==> config.mk <==
export PLATFORM = sky130hd
export DESIGN_NAME = fx3_transfer_controller_flat
export DESIGN_NICKNAME = d
export VERILOG_FILES = /design/src/rtl/fx3_transfer_controller_if.sv /design/src/rtl/fx3_transfer_controller.sv /design/src/flat_wrapper.sv
export SDC_FILE = /design/constraint.sdc
export NUM_CORES = 1
export LEC_CHECK = 0
export CAP_MARGIN = 20
export CORE_ASPECT_RATIO = 0.6
export CORE_MARGIN = 1
export CORE_UTILIZATION = 40
export DETAILED_ROUTE_END_ITERATION = 12
export PLACE_DENSITY = 0.69
export SLEW_MARGIN = 10
export SYNTH_ARGS = -nofsm -noshare
export SYNTH_HDL_FRONTEND = slang
export SYNTH_SLANG_ARGS = --single-unit
==> constraint.sdc <==
create_clock -name inclk -period 4.2 [get_ports inclk]
set_clock_uncertainty 0.2 [all_clocks]
set_input_delay 0.63 -clock inclk [delete_from_list [all_inputs] [get_ports inclk]]
set_output_delay 0.63 -clock inclk [all_outputs]
set_load 0.005 [all_outputs]
==> src/rtl/fx3_transfer_controller_if.sv <==
`timescale 1ns/1ps
`default_nettype none
// ============================================================================
// Module      : fx3_transfer_controller_if
// Description : Handshake/datapath bundle between the FX3 state machine, the
//               ADC capture FIFO and fx3_transfer_controller.
//               slave  modport : the transfer controller
//               master modport : the FX3 / FIFO side driving it
//   collectData    FX3 request: 1 = collect samples
//   testMode       FX3 test-mode request
//   readData       registered FX3-is-reading strobe
//   fifoUsedWords  FIFO fill level (FIFO_AW bits)
//   fifoFull       FIFO full flag
//   captureEnable  permits ADC-side FIFO writes
//   fifoFlush      synchronous FIFO clear
//   fifoReadEnable FIFO read strobe, one word per cycle
//   dataAvailable  burst ready (FX3 CTL_00)
//   overflow       sticky FIFO overflow flag
//   burstCount     completed bursts since last flush
//   testData       test-pattern word
// Revision    : 1.0 - initial release
// ============================================================================
interface fx3_transfer_controller_if #(
  parameter int FIFO_AW = 14
);
  logic               collectData;
  logic               testMode;
  logic               readData;
  logic [FIFO_AW-1:0] fifoUsedWords;
  logic               fifoFull;
  logic               captureEnable;
  logic               fifoFlush;
  logic               fifoReadEnable;
  logic               dataAvailable;
  logic               overflow;
  logic [15:0]        burstCount;
  logic [9:0]         testData;

  modport slave (
    input  collectData, testMode, readData, fifoUsedWords, fifoFull,
    output captureEnable, fifoFlush, fifoReadEnable, dataAvailable,
           overflow, burstCount, testData
  );

  modport master (
    output collectData, testMode, readData, fifoUsedWords, fifoFull,
    input  captureEnable, fifoFlush, fifoReadEnable, dataAvailable,
           overflow, burstCount, testData
  );
endinterface
`default_nettype wire

==> src/rtl/fx3_transfer_controller.sv <==
`timescale 1ns/1ps
`default_nettype none
// ============================================================================
// Module      : fx3_transfer_controller
// Description : Sequences sample transfer between the ADC capture FIFO and
//               the FX3 GPIF interface (fx3Clk domain). Gates ADC capture,
//               flushes the FIFO at collection start, raises dataAvailable
//               when a full burst is buffered, meters FIFO reads during FX3
//               bursts and traps FIFO overflow.
// Ports       : inclk   - fx3Clk (64 MHz)
//               nReset  - asynchronous active-low reset
//               bus     - fx3_transfer_controller_if.slave (see interface)
// Parameters  : FIFO_AW      - FIFO used-word count width
//               BURST_LEN    - words per burst / dataAvailable threshold
//               FLUSH_CYCLES - cycles fifoFlush is held at collection start
// Options     : TEST_COUNTER_EN - when defined, testMode=1 replaces the FIFO
//               path with a 10-bit counter on testData (ready immediately,
//               capture and overflow detection disabled).
// Revision    : 1.0 - initial release
// ============================================================================
module fx3_transfer_controller #(
  parameter int FIFO_AW      = 14,
  parameter int BURST_LEN    = 8192,
  parameter int FLUSH_CYCLES = 4
) (
  input wire                        inclk,
  input wire                        nReset,
  fx3_transfer_controller_if.slave  bus
);

  localparam int                 FLUSH_W      = (FLUSH_CYCLES > 1) ? $clog2(FLUSH_CYCLES) : 1;
  localparam logic [FLUSH_W-1:0] FLUSH_LAST   = FLUSH_W'(FLUSH_CYCLES - 1);
  localparam logic [FIFO_AW-1:0] WORD_LAST    = FIFO_AW'(BURST_LEN - 1);
  // One extra bit so a threshold equal to the FIFO depth is representable.
  localparam logic [FIFO_AW:0]   BURST_THRESH = (FIFO_AW+1)'(BURST_LEN);

  typedef enum logic [2:0] {
    S_IDLE      = 3'd0,
    S_FLUSH     = 3'd1,
    S_ARMED     = 3'd2,
    S_AVAILABLE = 3'd3,
    S_BURST     = 3'd4,
    S_GAP       = 3'd5,
    S_ERROR     = 3'd6
  } state_t;

  state_t               state_q, state_d;
  logic [FLUSH_W-1:0]   flushCnt_q, flushCnt_d;
  logic                 flushAbort_q, flushAbort_d;
  logic [FIFO_AW-1:0]   wordCnt_q, wordCnt_d;
  logic [15:0]          burstCount_q, burstCount_d;
  logic                 captureEnable_q, captureEnable_d;
  logic                 fifoFlush_q, fifoFlush_d;
  logic                 dataAvailable_q, dataAvailable_d;
  logic                 overflow_q, overflow_d;

  logic                 testActive;
  logic                 burstReady;
  logic                 overflowHit;
  logic                 readEnable;

  // --------------------------------------------------------------------------
  // Test-mode qualifier
  // --------------------------------------------------------------------------
`ifdef TEST_COUNTER_EN
  assign testActive = bus.testMode;
`else
  logic unused_testMode;
  assign testActive      = 1'b0;
  assign unused_testMode = bus.testMode;
`endif

  // The read strobe is already registered upstream, so the read enable is a
  // pure combinational qualification to avoid adding a cycle of latency.
  assign readEnable = (state_q == S_BURST) & bus.readData;

  assign burstReady = testActive | ({1'b0, bus.fifoUsedWords} >= BURST_THRESH);

  // captureEnable_q is only ever high in ARMED/AVAILABLE/BURST/GAP, so it
  // doubles as the "FIFO is being written" qualifier for overflow trapping.
  assign overflowHit = ~testActive & bus.fifoFull & captureEnable_q;

  // --------------------------------------------------------------------------
  // Next-state and counter logic
  // --------------------------------------------------------------------------
  always_comb begin
    state_d      = state_q;
    flushCnt_d   = flushCnt_q;
    flushAbort_d = flushAbort_q;
    wordCnt_d    = wordCnt_q;
    burstCount_d = burstCount_q;
    overflow_d   = overflow_q;

    case (state_q)
      S_IDLE: begin
        if (bus.collectData) begin
          state_d      = S_FLUSH;
          flushCnt_d   = '0;
          flushAbort_d = 1'b0;
          wordCnt_d    = '0;
          burstCount_d = '0;
          overflow_d   = 1'b0;
        end
      end

      S_FLUSH: begin
        // A stop request during the flush is remembered so the flush always
        // runs its full length before returning to IDLE.
        if (!bus.collectData) begin
          flushAbort_d = 1'b1;
        end
        if (flushCnt_q == FLUSH_LAST) begin
          flushCnt_d = '0;
          state_d    = (flushAbort_q || !bus.collectData) ? S_IDLE : S_ARMED;
        end else begin
          flushCnt_d = flushCnt_q + 1'b1;
        end
      end

      S_ARMED: begin
        if (!bus.collectData) begin
          state_d = S_IDLE;
        end else if (burstReady) begin
          state_d = S_AVAILABLE;
        end
      end

      S_AVAILABLE: begin
        // The strobe that moves us into BURST is not a read; reading starts
        // in the first BURST cycle.
        if (!bus.collectData) begin
          state_d = S_IDLE;
        end else if (bus.readData) begin
          state_d = S_BURST;
        end
      end

      S_BURST: begin
        // A stop request never truncates a burst; GAP decides where to go.
        if (bus.readData) begin
          if (wordCnt_q == WORD_LAST) begin
            wordCnt_d    = '0;
            burstCount_d = burstCount_q + 16'd1;
            state_d      = S_GAP;
          end else begin
            wordCnt_d = wordCnt_q + 1'b1;
          end
        end
      end

      S_GAP: begin
        // Always passes through ARMED so dataAvailable is low at least one
        // cycle between bursts, even when the next burst is already buffered.
        if (!bus.readData) begin
          state_d = bus.collectData ? S_ARMED : S_IDLE;
        end
      end

      S_ERROR: begin
        if (!bus.collectData) begin
          state_d = S_IDLE;
        end
      end

      default: begin
        state_d = S_IDLE;
      end
    endcase

    // Overflow wins over every other transition.
    if (overflowHit) begin
      state_d    = S_ERROR;
      overflow_d = 1'b1;
    end
  end

  // Registered outputs are derived from the next state so they change on the
  // same edge as the state itself.
  always_comb begin
    captureEnable_d = 1'b0;
    fifoFlush_d     = 1'b0;
    dataAvailable_d = 1'b0;
    case (state_d)
      S_FLUSH: begin
        fifoFlush_d = 1'b1;
      end
      S_ARMED, S_GAP: begin
        captureEnable_d = ~testActive;
      end
      S_AVAILABLE, S_BURST: begin
        captureEnable_d = ~testActive;
        dataAvailable_d = 1'b1;
      end
      default: begin
        captureEnable_d = 1'b0;
      end
    endcase
  end

  always_ff @(posedge inclk or negedge nReset) begin
    if (!nReset) begin
      state_q         <= S_IDLE;
      flushCnt_q      <= '0;
      flushAbort_q    <= 1'b0;
      wordCnt_q       <= '0;
      burstCount_q    <= '0;
      captureEnable_q <= 1'b0;
      fifoFlush_q     <= 1'b0;
      dataAvailable_q <= 1'b0;
      overflow_q      <= 1'b0;
    end else begin
      state_q         <= state_d;
      flushCnt_q      <= flushCnt_d;
      flushAbort_q    <= flushAbort_d;
      wordCnt_q       <= wordCnt_d;
      burstCount_q    <= burstCount_d;
      captureEnable_q <= captureEnable_d;
      fifoFlush_q     <= fifoFlush_d;
      dataAvailable_q <= dataAvailable_d;
      overflow_q      <= overflow_d;
    end
  end

  // --------------------------------------------------------------------------
  // Test-pattern counter
  // --------------------------------------------------------------------------
`ifdef TEST_COUNTER_EN
  logic [9:0] testCnt_q, testCnt_d;

  always_comb begin
    testCnt_d = testCnt_q;
    if (state_q == S_FLUSH) begin
      testCnt_d = '0;
    end else if ((state_q != S_IDLE) && bus.testMode && readEnable) begin
      testCnt_d = testCnt_q + 10'd1;  // natural wrap 0x3FF -> 0x000
    end
  end

  always_ff @(posedge inclk or negedge nReset) begin
    if (!nReset) begin
      testCnt_q <= '0;
    end else begin
      testCnt_q <= testCnt_d;
    end
  end

  assign bus.testData = testCnt_q;
`else
  assign bus.testData = '0;
`endif

  // --------------------------------------------------------------------------
  // Output drive
  // --------------------------------------------------------------------------
  assign bus.captureEnable  = captureEnable_q;
  assign bus.fifoFlush      = fifoFlush_q;
  assign bus.fifoReadEnable = readEnable;
  assign bus.dataAvailable  = dataAvailable_q;
  assign bus.overflow       = overflow_q;
  assign bus.burstCount     = burstCount_q;

endmodule
`default_nettype wire

==> src/flat_wrapper.sv <==
// flat-port wrapper written by rule: the top's interface ports become plain ports
module fx3_transfer_controller_flat 
#(
  parameter int FIFO_AW      = 14,
  parameter int BURST_LEN    = 8192,
  parameter int FLUSH_CYCLES = 4
)
  (inclk, nReset, bus_collectData, bus_testMode, bus_readData, bus_fifoUsedWords, bus_fifoFull, bus_captureEnable, bus_fifoFlush, bus_fifoReadEnable, bus_dataAvailable, bus_overflow, bus_burstCount, bus_testData);
  fx3_transfer_controller_if #(.FIFO_AW(FIFO_AW)) bus_i ();
  input wire inclk;
  input wire nReset;
  input wire logic [$bits(bus_i.collectData)-1:0] bus_collectData;
  input wire logic [$bits(bus_i.testMode)-1:0] bus_testMode;
  input wire logic [$bits(bus_i.readData)-1:0] bus_readData;
  input wire logic [$bits(bus_i.fifoUsedWords)-1:0] bus_fifoUsedWords;
  input wire logic [$bits(bus_i.fifoFull)-1:0] bus_fifoFull;
  output wire logic [$bits(bus_i.captureEnable)-1:0] bus_captureEnable;
  output wire logic [$bits(bus_i.fifoFlush)-1:0] bus_fifoFlush;
  output wire logic [$bits(bus_i.fifoReadEnable)-1:0] bus_fifoReadEnable;
  output wire logic [$bits(bus_i.dataAvailable)-1:0] bus_dataAvailable;
  output wire logic [$bits(bus_i.overflow)-1:0] bus_overflow;
  output wire logic [$bits(bus_i.burstCount)-1:0] bus_burstCount;
  output wire logic [$bits(bus_i.testData)-1:0] bus_testData;
  assign bus_i.collectData = bus_collectData;
  assign bus_i.testMode = bus_testMode;
  assign bus_i.readData = bus_readData;
  assign bus_i.fifoUsedWords = bus_fifoUsedWords;
  assign bus_i.fifoFull = bus_fifoFull;
  assign bus_captureEnable = bus_i.captureEnable;
  assign bus_fifoFlush = bus_i.fifoFlush;
  assign bus_fifoReadEnable = bus_i.fifoReadEnable;
  assign bus_dataAvailable = bus_i.dataAvailable;
  assign bus_overflow = bus_i.overflow;
  assign bus_burstCount = bus_i.burstCount;
  assign bus_testData = bus_i.testData;
  fx3_transfer_controller #(.FIFO_AW(FIFO_AW), .BURST_LEN(BURST_LEN), .FLUSH_CYCLES(FLUSH_CYCLES)) u_core (.inclk(inclk), .nReset(nReset), .bus(bus_i));
endmodule
; Word-level counts from Yosys, hierarchy flattened
; Index checks and enable logic that the tools add are counted.
[word_totals]
wordCells = 79
inputBits = 20
memories = 0
rom_bits = 0
ramBits = 0
output_inout_bits = 31
latchBits = 0
ff_bits = 40
[op_classes]
order_cmp = 1
n_reduce_logical = 14
muxes = 33
n_addsub = 3
shifts = 0
div_mod_pow = 0
bitwise_logic = 2
multipliers = 0
eq_ne = 17
[op_table]
columns = cell, count
row1 = $mux W16, 3
row2 = $mux W14, 3
row3 = $mux W3, 11
row4 = $pmux W16 S2, 1
row5 = $pmux W14 S2, 1
row6 = $pmux W3 S7, 1
row7 = $add A16 B1 Y16 const B, 1
row8 = $eq A3 B3 Y1 const B, 5
row9 = $add A14 B1 Y14 const B, 1
row10 = $eq A14 B13 Y1 const B, 1
row11 = $ge A14 B14 Y1 const B, 1
row12 = $eq A3 B2 Y1 const B, 4
row13 = $mux W2, 4
row14 = $ne A2 B2 Y1 const B, 4
row15 = $reduce_bool A2 Y1, 4
row16 = $mux W1, 7
row17 = $eq A3 B1 Y1 const B, 2
row18 = $reduce_and A3 Y1, 2
row19 = $pmux W2 S2, 1
row20 = $reduce_and A2 Y1, 2
row21 = $reduce_and A4 Y1, 1
row22 = $reduce_or A4 Y1, 1
row23 = $logic_not A3 Y1, 1
row24 = $add A2 B1 Y2 const B, 1
row25 = other kinds (6), 7

; Logic depth before layout (Yosys ltp)
[depth]
word_depth = 9
depth_mapped = 8
depth_no_buf = 6

; Worst setup path before layout
; OpenSTA, ideal clock, no wires.
[synth_timing]
path_kind = flip-flop to flip-flop
from = reg u_core.wordCnt_q[0]
to = reg u_core.burstCount_q[14] (netlist: u_core.bus.burstCount[14])
period_less_slack_ns = 2.158
setup_slack_ns = 2.042
t_required_ns = 3.871
arrival_time_ns = 1.828
setup_ns = 0.129
stages_incl_launch_ff = 8
path_buffers = 1
path_cell_list = dfrtp_1 ha_1 inv_1 o41ai_4 buf_6 nand4_1 xor2_1 nor2_2
[synth_between]
elab_chain_len = 3
[synth_rtl]
columns = element, line_no
row1 = from (decl), fx3_transfer_controller.sv:50  ; logic [FIFO_AW-1:0] wordCnt_q, wordCnt_d;
row2 = from (signal assigned), fx3_transfer_controller.sv:215  ; wordCnt_q <= wordCnt_d;
row3 = $eq A14 B13 Y1, fx3_transfer_controller.sv:141  ; if (wordCnt_q == WORD_LAST) begin
row4 = $ne A2 B2 Y1 (no line), --
row5 = $reduce_and A4 Y1 (no line), --
row6 = to (signal assigned), fx3_transfer_controller.sv:216  ; burstCount_q <= burstCount_d;
row7 = to (decl), fx3_transfer_controller.sv:51  ; logic [15:0] burstCount_q, burstCount_d;
; No other way between the ends.
; A chain may end at the register's enable or synchronous reset.

; Worst setup path after layout
[layout_timing]
from = in bus_readData
to = out bus_fifoReadEnable
[layout_between]
elab_chain_len = 1
[layout_rtl]
columns = element, line_no
row1 = from (decl), flat_wrapper.sv:14  ; input wire logic [$bits(bus_i.readData)-1:0] bus_readData;
row2 = $and A1 B1 Y1, fx3_transfer_controller.sv:75  ; assign readEnable = (state_q == S_BURST) & bus.readData;
row3 = to (decl), flat_wrapper.sv:19  ; output wire logic [$bits(bus_i.fifoReadEnable)-1:0] bus_fifoReadEnable;
; No other way between the ends.

==> flow_summary.ini <==
[detailed_routing]
finalWirelength_um = 4520
drc = 0
post_drt_wl_per_cell_um = 14.0
vias = 1690
drt-initial-drc-count = 86
via_per_inst = 5.23
final_antenna_net_count = 0
drt_first_pass_iters = 5

[placed_design]
dpl.hpwl_um = 3260
routabilityCongestion = 0.787
portBuffers = 26

[yosys]
synthCells = 232
synth_area_leaders = dfrtp_1, xor2_1, nor2_1, nand4_1, buf_4
synth_cell_types = 54
synth_area_sq_um = 2220
synth_top_area_cell = dfrtp_1
ys.flop_type = dfrtp_1
synth_seq_cells = 40
async_reset_ff_share_pct = 100
synth_edf_count = 0
avgSynthCellArea_sq_um = 9.58
ys_seq_area_share_pct = 45.0
ys_warn_count = 0
netlist.area_leader.share_pct = 45.0

[clock_network]
numCtsBuffers = 5
cts_tree = built
cts_sinks = 40
clk_pin_slew_ns = 0.08
postCtsHoldBufs = 0
cts_max_path_buffers = 2
cts-root-buf = clkbuf_8
htree_levels = 2
clock_latency_ns = 0.29
postCtsSetupRepairBufs = 0
cts_resized = 0

[grt]
grt_max_degree = 41
grt_pass1_vias = 1556
globalRouteOverflowTotal = 0
grt_pass1_wl_um = 7760
grt_antenna_before_repair = 0
grt_use_total_pct = 17.3

[finish]
n_antenna_cell = 0
drive_gt1_share_pct = 9.34
area_growth_pct = 16.3
finalNetCount = 280

[floorplan]
die_w_um = 98.3
die_area_sq_um = 5870
start_util_pct = 42.7
num_rows = 20
pin_count = 51
die_h_um = 59.8
coreArea_sq_um = 5200

[worst_setup_path]
worstPathRequired_ns = 3.37
crit_slowest_cell = clkdlybuf4s50_1
cp-start-kind = primary input
worstPathArrival_ns = 2.00
path_buf_inv = 2
critical_path_class = primary input to output pin
cpLargestDelayFamily = buffers and inverters
cp_max_fo = 6
cpPeakStageDelay_ns = 0.58
cp-end-kind = output pin
crit_top_cell = clkdlybuf4s50_1
crit_chain = clkdlybuf4s50_1 -> nand2_1 -> nor2_1 -> clkdlybuf4s50_1

[sta]
setup_violations = 0
max_slew_margin_pct = 40.8
period_minus_slack_ns = 2.83
max_slew.worst_pin.slew_ns = 0.888
hold_viol = 0
setup_tns_ns = 0
post-route-period-util_pct = 67.5
rsz0062_at_grt = no
timing.fmax_mhz = 353
slew_viol_final = 0
fin_hold_ws_ns = 0.261

[power_and_ir_drop]
p_leak_nw = 1.18
irDropWorstVdd_uv = 270
power_density_nw_per_um2 = 479

[run]
cap_violations = 0

[status]
outcome = finished clean

[worst_hold_path]
hold_class = primary input to asynchronous set/reset pin
state kept, by name (all words and copies together), names as in the netlist:
name and count:
u_core.bus.burstCount 16, u_core.wordCnt_q 14, u_core.state_q 3, u_core.flushCnt_q 2, u_core.bus.captureEnable 1, u_core.bus.dataAvailable 1, u_core.bus.fifoFlush 1, u_core.bus.overflow 1
u_core.flushAbort_q 1
kinds of logic after synthesis:
group / Yosys count / share of synthesized area, %
AO/OA/AOI/OAI: 26 / 9.91
other: 1 / 0.169
multiplexers: 1 / 0.450
adder cells (fa/ha/maj): 3 / 1.69
buffers and inverters: 26 / 6.81
AND/OR/NAND/NOR: 112 / 26.9
flip-flops: 40 / 45.0
XOR/XNOR: 23 / 9.06
final cells by class:
cell class	instances	area [sq um]
Inverter	7	26.3
Multi-Input combinational cell	175	1100
Timing Repair Buffer	28	274
Fill cell	496	2620
Clock buffer	7	96.3
Tap cell	66	82.6
Sequential cell	40	1000
cells in the mapped netlist (2+ instances only):
master    number
a32o_1         2
dfrtp_1       40
clkbuf_1       4
nand3_1       12
a21oi_1        2
nor3_1         5
xnor2_1        5
ha_1           3
o21ai_0        5
buf_4         12
nor2_2         2
nand4_1       16
and4_2         2
o211ai_1       2
nor2b_1        3
inv_1          7
nand2_1       17
nor2_1        35
and3_1         4
and2_1         3
xor2_1        18
worst register-to-register path, delay by kind of cell (launching register included):
kind / cells / cell delay, ns
fa+ha+maj: 1 / 0.31
compound gates: 1 / 0.51
buf+inv: 2 / 0.38
flops: 1 / 0.40
simple gates: 3 / 0.56
per-layer routing:
layer	share of wire, %	vias to the layer above	GRT usage [%]
met5	0	-	0
met4	0.69	0	3.20
met3	4.7	5	4.91
met2	37	34	22.0
met1	57	805	27.8
li1	-	846	-
cells in the final DEF (no fill, tap or decap), drive strengths merged, types with 7 or more instances in the layout:
cell type | synthesis | final
clkbuf | 4 | 7
clkdlybuf4s50 | 0 | 25
conb | 1 | 10
dfrtp | 40 | 40
inv | 7 | 7
nand2 | 19 | 19
nand3 | 12 | 12
nand4 | 17 | 17
nor2 | 37 | 37
xor2 | 18 | 18
where the power goes:
part	internal [mW]	switching [mW]
registers	0.445	0.0747
clock network	0.146	0.132
logic	0.184	0.256
total	0.775	0.462
stage by stage:
step	setup slack, ns	std cells	util (%)	total power [mW]	area [sq um]
after floorplan	2.04	241	-	0.843	2260
after global placement	1.37	315	47.6	0.952	2480
after detailed placement	1.35	315	47.6	0.955	2480
after CTS	1.36	322	49.4	1.24	2570
after global routing	1.27	323	49.7	1.33	2580
final	1.37	323	49.7	1.24	2580
worst paths after layout:
path | from | slack, ns | cells after the start | to
setup / recovery | bus_readData | 1.37 | 4 | bus_fifoReadEnable
hold / removal | nReset | 0.26 | 1 | u_core.wordCnt_q[7]
setup reg to reg | u_core.wordCnt_q[0] | 1.79 | 7 | u_core.bus.burstCount[3]
hold reg to reg | u_core.flushCnt_q[1] | 0.30 | 1 | u_core.flushCnt_q[1]
max in group asynchronous | nReset | 2.98 | 1 | u_core.bus.burstCount[8]
min in group inclk | u_core.flushCnt_q[1] | 0.30 | 1 | u_core.flushCnt_q[1]
(Power assumes the default switching activity.)
